===== config.mk =====
export PLATFORM = sky130hd
export DESIGN_NAME = dense_output_layer
export DESIGN_NICKNAME = d
export VERILOG_FILES = /design/src/rtl/dense_pkg.sv /design/src/rtl/dense_coef_ram.sv /design/src/rtl/dense_output_layer.sv
export SDC_FILE = /design/constraint.sdc
export NUM_CORES = 2
export LEC_CHECK = 0
export ABC_AREA = 1
export CORE_MARGIN = 2
export CORE_UTILIZATION = 24
export DETAILED_ROUTE_END_ITERATION = 8
export MAX_ROUTING_LAYER = met4
export PLACE_DENSITY = 0.39
export SLEW_MARGIN = 25
export SYNTH_ARGS = -nofsm -noshare
export SYNTH_HDL_FRONTEND = slang
export SYNTH_SLANG_ARGS = --single-unit

===== constraint.sdc =====
create_clock -name clk -period 7.81 [get_ports clk]
set_clock_uncertainty 0.05 [all_clocks]
set_input_delay 1.562 -clock clk [delete_from_list [all_inputs] [get_ports clk]]
set_output_delay 1.562 -clock clk [all_outputs]
set_load 0.1 [all_outputs]

===== src/rtl/dense_pkg.sv =====
// dense_pkg: shared state encoding, coefficient address width and output rounding/saturation.
package dense_pkg;

    typedef enum logic [1:0] {IDLE, MAC, FIN, OUT} state_e;

    function automatic int coef_aw(input int n_out, input int n_in);
        return (n_out * (n_in + 1) > 1) ? $clog2(n_out * (n_in + 1)) : 1;
    endfunction

    // Operands arrive sign-extended to 64 bits so one function serves every parameterisation.
    function automatic logic signed [63:0] sat_round(
        input logic signed [63:0] acc,
        input logic signed [63:0] bias,
        input int                 frac_w,
        input int                 data_w,
        input bit                 relu
    );
        logic signed [63:0] r, hi, lo;
        r  = (acc + (bias <<< frac_w) + (64'sd1 <<< (frac_w - 1))) >>> frac_w;
        hi = (64'sd1 <<< (data_w - 1)) - 64'sd1;
        lo = -hi - 64'sd1;
        if (relu && r < 0)
            r = '0;
        return (r > hi) ? hi : (r < lo) ? lo : r;
    endfunction

endpackage


===== src/rtl/dense_coef_ram.sv =====
// dense_coef_ram: weight/bias store, synchronous write and asynchronous read.
module dense_coef_ram #(
    parameter int DEPTH  = 17,
    parameter int AW     = 5,
    parameter int DATA_W = 16
) (
    input  logic              clk,
    input  logic              we_i,
    input  logic [AW-1:0]     waddr_i,
    input  logic [DATA_W-1:0] wdata_i,
    input  logic [AW-1:0]     raddr_i,
    output logic [DATA_W-1:0] rdata_o
);

    logic [DATA_W-1:0] mem [DEPTH];

    always_ff @(posedge clk)
        if (we_i)
            mem[waddr_i] <= wdata_i;

    assign rdata_o = mem[raddr_i];

endmodule


===== src/rtl/dense_output_layer.sv =====
// dense_output_layer: serial single-MAC fully-connected output stage with programmable
// coefficients, round-half-up and saturation, valid/ready result handshake.
module dense_output_layer
    import dense_pkg::*;
#(
    parameter  int N_IN    = 16,
    parameter  int N_OUT   = 1,
    parameter  int DATA_W  = 16,
    parameter  int FRAC_W  = 8,
    parameter  int ACC_W   = 40,
    parameter  int RELU_EN = 0,
    localparam int AW      = coef_aw(N_OUT, N_IN)
) (
    input  logic                    clk,
    input  logic                    reset,
    input  logic                    in_valid,
    output logic                    in_ready,
    input  logic [N_IN*DATA_W-1:0]  input_data,
    input  logic                    cfg_we,
    input  logic [AW-1:0]           cfg_addr,
    input  logic [DATA_W-1:0]       cfg_data,
    output logic                    cfg_err,
    output logic                    out_valid,
    input  logic                    out_ready,
    output logic [N_OUT*DATA_W-1:0] final_output,
    output logic                    busy
);

    localparam int DEPTH = N_OUT * (N_IN + 1);
    localparam int IW    = (N_IN > 1) ? $clog2(N_IN) : 1;
    localparam int OW    = (N_OUT > 1) ? $clog2(N_OUT) : 1;

    state_e                   state_q, state_d;
    logic signed [DATA_W-1:0] x_q [N_IN];
    logic signed [DATA_W-1:0] x_d [N_IN];
    logic signed [ACC_W-1:0]  acc_q, acc_d;
    logic [IW-1:0]            i_q, i_d;
    logic [OW-1:0]            o_q, o_d;
    logic [N_OUT*DATA_W-1:0]  out_q, out_d;
    logic                     out_valid_q, out_valid_d;
    logic                     cfg_err_q, cfg_err_d;
    logic signed [DATA_W-1:0] coef;
    logic signed [2*DATA_W-1:0] prod;
    logic [AW-1:0]            rd_addr;
    logic                     cfg_ok;

    assign cfg_ok  = cfg_we && state_q == IDLE && 32'(cfg_addr) < DEPTH;
    // The single read port serves the weight during MAC and the bias during FIN.
    assign rd_addr = AW'(32'(o_q) * (N_IN + 1) + ((state_q == FIN) ? N_IN : 32'(i_q)));
    assign prod    = x_q[i_q] * coef;

    dense_coef_ram #(.DEPTH(DEPTH), .AW(AW), .DATA_W(DATA_W)) u_ram (
        .clk     (clk),
        .we_i    (cfg_ok),
        .waddr_i (cfg_addr),
        .wdata_i (cfg_data),
        .raddr_i (rd_addr),
        .rdata_o (coef)
    );

    always_comb begin
        state_d     = state_q;
        x_d         = x_q;
        acc_d       = acc_q;
        i_d         = i_q;
        o_d         = o_q;
        out_d       = out_q;
        out_valid_d = out_valid_q;
        cfg_err_d   = cfg_we && !cfg_ok;
        case (state_q)
            IDLE: if (in_valid) begin
                for (int k = 0; k < N_IN; k++)
                    x_d[k] = input_data[k*DATA_W +: DATA_W];
                acc_d   = '0;
                i_d     = '0;
                o_d     = '0;
                state_d = MAC;
            end
            MAC: begin
                acc_d   = acc_q + ACC_W'(prod);
                i_d     = (i_q == IW'(N_IN - 1)) ? '0 : i_q + 1'b1;
                state_d = (i_q == IW'(N_IN - 1)) ? FIN : MAC;
            end
            FIN: begin
                out_d[32'(o_q)*DATA_W +: DATA_W] =
                    DATA_W'(sat_round(64'(acc_q), 64'(coef), FRAC_W, DATA_W, RELU_EN != 0));
                acc_d   = '0;
                i_d     = '0;
                o_d     = (o_q == OW'(N_OUT - 1)) ? o_q : o_q + 1'b1;
                state_d = (o_q == OW'(N_OUT - 1)) ? OUT : MAC;
            end
            OUT: begin
                // out_valid is registered, so it trails entry into OUT by one cycle.
                out_valid_d = !(out_valid_q && out_ready);
                state_d     = (out_valid_q && out_ready) ? IDLE : OUT;
            end
            default: state_d = IDLE;
        endcase
    end

    always_ff @(posedge clk or negedge reset) begin
        if (!reset) begin
            state_q     <= IDLE;
            x_q         <= '{default: '0};
            acc_q       <= '0;
            i_q         <= '0;
            o_q         <= '0;
            out_q       <= '0;
            out_valid_q <= 1'b0;
            cfg_err_q   <= 1'b0;
        end else begin
            state_q     <= state_d;
            x_q         <= x_d;
            acc_q       <= acc_d;
            i_q         <= i_d;
            o_q         <= o_d;
            out_q       <= out_d;
            out_valid_q <= out_valid_d;
            cfg_err_q   <= cfg_err_d;
        end
    end

    assign in_ready     = state_q == IDLE;
    assign busy         = state_q == MAC || state_q == FIN;
    assign out_valid    = out_valid_q;
    assign final_output = out_q;
    assign cfg_err      = cfg_err_q;

endmodule

== Word-level counts from Yosys, hierarchy flattened ==
Memories as Yosys holds them, arrays and structs flattened.
Index checks and enable logic that the tools add are counted.

* Register bits: 321
* Bits in writable memories: 272
* Output and inout port bits: 20
* Logic and storage cells: 80
* Memories kept: 1

* Add/sub/neg operators: 7
* Multiply operators: 2
* Order comparisons: 4
* Equal/unequal tests: 5
* Shifts and indexed selects: 2
* Mux-type cells: 22
* Bitwise operators: 1
* Reductions and logical operators: 13

{| class="wikitable"
|+ Memory list
! name !! words !! width !! read ports !! clocked after Yosys merged registers in !! write ports !! RTL line !! text
|-
| u_ram.mem || 17 || 16 || 1 || 0 || 1 || dense_coef_ram.sv:15 || <nowiki>logic [DATA_W-1:0] mem [DEPTH];</nowiki>
|}

{| class="wikitable"
|+ Operators with widths
! cell !! number
|-
| $pmux 40 s3 || 1
|-
| $bmux 16 s4 || 1
|-
| $mux 16 || 4
|-
| $add 41x9->42 const B || 1
|-
| $add 40x24->41 || 1
|-
| $add 40x32->40 || 1
|-
| $mux 40 || 1
|-
| $gt 34x16->1 const B || 1
|-
| $lt 34x16->1 const B || 1
|-
| $neg 5->34 || 1
|-
| $shift 16x34->16 const A || 1
|-
| $shiftx 16x34->16 || 1
|-
| $mul 16x16->32 || 1
|-
| $bwmux 16 || 1
|-
| $pmux 4 s3 || 1
|-
| $mux 2 || 4
|-
| $mux 4 || 2
|-
| $pmux 2 s4 || 1
|-
| $reduce_and 2->1 || 3
|-
| $add 5x5->5 || 1
|-
| $ge 5x5->1 const B || 1
|-
| $lt 5x5->1 const B || 1
|-
| $mul 1x5->5 const B || 1
|-
| $mux 5 || 1
|-
| 15 further kinds || 23
|}

== Logic depth before layout (Yosys ltp) ==
An unclocked memory read counts as a cell.

* Depth in word-level cells: 11
* Mapped depth: 44
* Gate-level depth less buffers: 41

== Modules after synthesis ==
Synthesis repeated with hierarchy kept, for this count alone.

* Cell total of the unflattened synthesis: 4,190
* Area total of the unflattened synthesis: 40,309.9 um^2

{| class="wikitable"
|+ Modules (own cells, without submodules)
! module !! instances !! cells an instance !! area each (um^2)
|-
| dense_output_layer || 1 || 3,254 || 29,180.5
|-
| dense_coef_ram || 1 || 936 || 11,129.4
|}

== Worst setup path before layout ==
OpenSTA, ideal clock, no wires.

* Path kind: reg-to-reg
* Start: register state_q[0]
* End: register acc_q[33]
* Arrival time: 7,209 ps
* Required time: 7,637 ps
* Path slack: 428 ps
* Cell stages (with the launch flop): 37
* Buffers on the path: 3
* Cell sequence: dfrtp_1 > inv_1 > ha_1 > buf_4 > nor2_8 > inv_2 > buf_2 > a32o_1 > o211ai_1 > o211ai_1 > o21a_1 > buf_2 > inv_1 > nand2_1 > fa_1 > fa_1 > inv_1 > fa_1 > fa_1 > fa_1 > inv_1 > fa_1 > inv_1 > ha_1 > nand2_1 > nor2_1 > inv_1 > nor3_1 > nand3_1 > nand3_1 > nand2_1 > nand2_1 > a21oi_1 > o21ai_0 > a21oi_1 > o21ai_0 > nand2_1

* Longest elaborated chain between the ends: 7

{| class="wikitable"
|+ Ends and longest elaborated chain
! element !! RTL line !! text
|-
| start: declaration || dense_output_layer.sv:33 || <nowiki>state_e state_q, state_d;</nowiki>
|-
| start signal: assignment || dense_output_layer.sv:112 || <nowiki>state_q <= state_d;</nowiki>
|-
| $eq 2x2->1 || dense_output_layer.sv:49, dense_output_layer.sv:70 ||
|-
| $mux 5 || dense_output_layer.sv:49 || <nowiki>assign rd_addr = AW'(32'(o_q) * (N_IN + 1) + ((state_q == FIN) ? N_IN : 32'(i_q)));</nowiki>
|-
| $add 5x5->5 || dense_output_layer.sv:49 ||
|-
| $mem_v2 17x16 || - ||
|-
| $mul 16x16->32 || dense_output_layer.sv:50 || <nowiki>assign prod = x_q[i_q] * coef;</nowiki>
|-
| $add 40x32->40 || dense_output_layer.sv:80 || <nowiki>acc_d = acc_q + ACC_W'(prod);</nowiki>
|-
| $pmux 40 s3 || dense_output_layer.sv:70 || <nowiki>case (state_q)</nowiki>
|-
| end signal: assignment || dense_output_layer.sv:105 || <nowiki>acc_q <= '0;</nowiki>
|-
| end signal: assignment || dense_output_layer.sv:114 || <nowiki>acc_q <= acc_d;</nowiki>
|-
| end: declaration || dense_output_layer.sv:36 || <nowiki>logic signed [ACC_W-1:0] acc_q, acc_d;</nowiki>
|}

Several ways; a longest one is shown, not always the timed one.
A chain may end at the register's enable or synchronous reset.

== Final worst setup path ==
* Start: register state_q[1]
* End: register acc_q[37]

The elaborated chain is that of the path after synthesis.

==> results.md <==
GRT
• wire length of the first global-routing pass: 220100 um
• GRT Residual Overflow: 0
• aggregate global-route resource usage: 0.1794
• maximum number of pins on one net before global-route repair: 125
• number of antenna violations at the first check in global routing: 14
• via count of the first global-routing pass: 32640

Placement
• HPWL reported at the end of detailed placement: 111300 um
• post-place setup slack: -759.6 ps
• global placement routability congestion: 0.8794
• number of port buffers: 301

Routing
• drt first pass iters: 5
• average wire length per cell after detail routing: 21.12 um
• number of violations reported at the end of detailed-routing iteration 0: 1821
• Post-route DRC: 0
• total wirelength of the detailed-routed design: 150000 um
• antenna violation net count after detailed routing: 0
• routed via count divided by cell count: 4.425
• vias post-DR: 31420

Logic synthesis
• Synth cell types: 59
• top flip-flop cell by instance count after synthesis: sky130_fd_sc_hd__dfrtp_1
• ys async rst share: 0.5405
• flop and latch count out of synthesis: 592
• cell taking the most area after synthesis: sky130_fd_sc_hd__edfxtp_1
• netlist area before placement: 40300 um^2
• top cells by area, synth: sky130_fd_sc_hd__edfxtp_1, sky130_fd_sc_hd__dfrtp_1, sky130_fd_sc_hd__fa_1
• share of synthesized area occupied by flip-flops and latches: 0.4013
• mean area per synthesized cell: 9.735 um^2
• Synth warnings: 0
• number of instances in the synthesized netlist: 4140
• EDFF count, synth: 272
• area fraction of the dominant cell type after synthesis: 0.2027
• total nets after synthesis: 4905

Setup path
• highest fanout seen on the critical path: 7
• path type of the worst setup path: register to register
• cell mode on critical path: sky130_fd_sc_hd__fa_1
• kind of launch point of the worst setup path: register
• arrival time at the worst endpoint: 8160 ps
• Worst path slowest cell: sky130_fd_sc_hd__fa_1
• required time at the endpoint of the critical path: 8340 ps
• crit end category: register
• delay contributed by the slowest stage of the critical path: 550 ps
• reg-to-reg slack, setup: 180 ps
• buffers plus inverters on the worst setup path: 12
• family of cells with the greatest summed delay on the critical path: adder cells

Clock tree
• clock root buffer master: sky130_fd_sc_hd__clkbuf_16
• CTS tree: yes
• Clock Tree Buf Depth: 3
• H-tree levels: 3
• clk sinks: 592
• Worst-path clk slew: 60 ps
• Clock Latency Late Sink: 700 ps
• number of buffers added by the clock tree synthesis step: 74

STA
• RSZ-0062 raised after global routing: true
• headroom to the max-slew limit: 0.2544
• minimum period implied by the final worst setup slack: 7627 ps
• transition time of the tightest slew-check pin: 1115 ps
• final cycle utilization of the critical path: 0.9765
• number of failing setup endpoints in the final timing report: 0
• upper clock frequency limit: 131.1 MHz
• number of max-slew violations in the final report: 0
• Final Hold Vio Count: 0
• least setup slack across all paths after layout: 183.3 ps

Floorplan
• cell row count: 150
• Die Footprint: 171200 um^2
• Die Y-Extent: 413.8 um
• core area: 167000 um^2
• Top-Level Pins: 302
• effective utilization at floorplan: 0.2413
• horizontal die dimension: 413.8 um

Cells and area
• fraction of final layout cells with drive strength greater than 1: 0.2300
• final-layout fill cell count: 17430
• area growth from synthesis to final layout: 32.28%
• final-stage net count: 5595
• fraction of the core area covered by cells at the end of the flow: 0.3192

Outcome
• run status: finished clean

Run
• Max Cap Violations: 0

Worst hold path
• Hold/Removal Path Class: register to register

## repair_timing
action,4_1_cts,5_1_grt
endpoints found under the setup margin,21,26
pin swaps,13,111
resized for setup,56,256
hold buffers,0,0
setup buffers,8,47
gates cloned,4,5
## synthesized netlist by cell type, drive strengths merged, types with 7 or more instances
| library cell | n |
|---|---|
| buf | 100 |
| a311o | 13 |
| a22oi | 8 |
| o21ai | 98 |
| nand2 | 929 |
| dfrtp | 320 |
| o31ai | 9 |
| a32o | 22 |
| ha | 152 |
| xnor2 | 9 |
| a221oi | 54 |
| o221ai | 9 |
| or2 | 7 |
| o211ai | 24 |
| edfxtp | 272 |
| nor3 | 13 |
| xor2 | 23 |
| a21oi | 275 |
| or3 | 10 |
| nand3 | 93 |
| nand4 | 20 |
| clkbuf | 61 |
| o22ai | 8 |
| inv | 642 |
| nor2 | 315 |
| mux2 | 256 |
| fa | 331 |
## placed cells by master (no fill, tap or decap), types with 24 or more instances in the layout
cell / Yosys / routed
sky130_fd_sc_hd__nand2_1: 906 / 872
sky130_fd_sc_hd__inv_1: 625 / 599
sky130_fd_sc_hd__buf_4: 21 / 396
sky130_fd_sc_hd__fa_1: 331 / 319
sky130_fd_sc_hd__dfrtp_1: 320 / 318
sky130_fd_sc_hd__clkdlybuf4s50_1: 0 / 299
sky130_fd_sc_hd__edfxtp_1: 272 / 272
sky130_fd_sc_hd__nor2_1: 305 / 259
sky130_fd_sc_hd__mux2_2: 256 / 256
sky130_fd_sc_hd__a21oi_1: 264 / 241
sky130_fd_sc_hd__ha_1: 152 / 130
sky130_fd_sc_hd__nand3_1: 91 / 82
sky130_fd_sc_hd__clkbuf_16: 0 / 79
sky130_fd_sc_hd__o21ai_0: 89 / 59
sky130_fd_sc_hd__nand2_2: 23 / 52
sky130_fd_sc_hd__a221oi_1: 54 / 51
sky130_fd_sc_hd__buf_12: 0 / 46
sky130_fd_sc_hd__inv_2: 17 / 31
sky130_fd_sc_hd__a21oi_2: 10 / 31
sky130_fd_sc_hd__nor2_4: 0 / 30
sky130_fd_sc_hd__o21ai_1: 3 / 27
sky130_fd_sc_hd__nor2_2: 9 / 25
sky130_fd_sc_hd__o211ai_1: 24 / 24
## final timing paths
check / startpoint / end / cells past startpoint
setup / recovery: state_q[1] / acc_q[37] / 36
hold / removal: final_output[0] / final_output[0] / 2
setup reg to reg: state_q[1] / acc_q[37] / 36
hold reg to reg: final_output[0] / final_output[0] / 2
max in group asynchronous: reset / i_q[0] / 2
min in group asynchronous: reset / x_q[188] / 1
## worst reg2reg max path: cells and delay by family (launching register included)
kind	cells	cell delay [ps]
fa+ha+maj	8	3640
buf+inv	12	1410
simple gates	10	1220
compound gates	6	760
flops	1	420
## cells by family after synthesis
logic type	share of synthesized area
DFF	0.4013
buffers and inverters	0.07960
muxes	0.07252
AOI/OAI and AO/OA	0.08729
and+or+nand+nor	0.1407
xor gates and xnor gates	0.006954
adders and majority gates	0.2116
## cell type report
cell class / count / area (um^2) / share of cell area
multi-input combinational: 2742 / 22040 / 0.4134
sequential: 592 / 16180 / 0.3035
timing repair buffer: 775 / 7433 / 0.1394
tap: 2204 / 2758 / 0.05172
inverter: 645 / 2470 / 0.04633
clock buffer: 97 / 2008 / 0.03767
clock inverter: 35 / 392.9 / 0.007369
antenna: 12 / 30.03 / 0.0005632
## stage by stage
stage | instance area [um^2] | TNS (ps) | hold slack, ps | instances
floorplan | 40300 | 0 | 409.4 | 4140
global placement | 49050 | -5025 | 434.3 | 6895
detailed placement | 49040 | -5478 | 428.0 | 6895
CTS | 51850 | 0 | 443.8 | 7039
global route | 53310 | -1266 | 463.1 | 7100
finish | 53310 | 0 | 441.1 | 7102
## flip-flops by register name, indices dropped and copies added (netlist names)
| signal | cells |
|---|---|
| x_q | 256 |
| cfg_err | 1 |
| state_q | 2 |
| acc_q | 40 |
| final_output | 16 |
| i_q | 4 |
| u_ram.mem | 272 |
| out_valid | 1 |
## layer usage
metal	vias to the layer above	global-route usage	wire length [um]
li1	14910	-	-
met1	15820	0.2399	70410
met2	554	0.2905	71460
met3	147	0.02093	5123
met4	0	0.04129	2966
met5	-	-	0
Power is not shown: default switching activity piles up to over one toggle a cycle in this logic, so the estimate is an artifact.
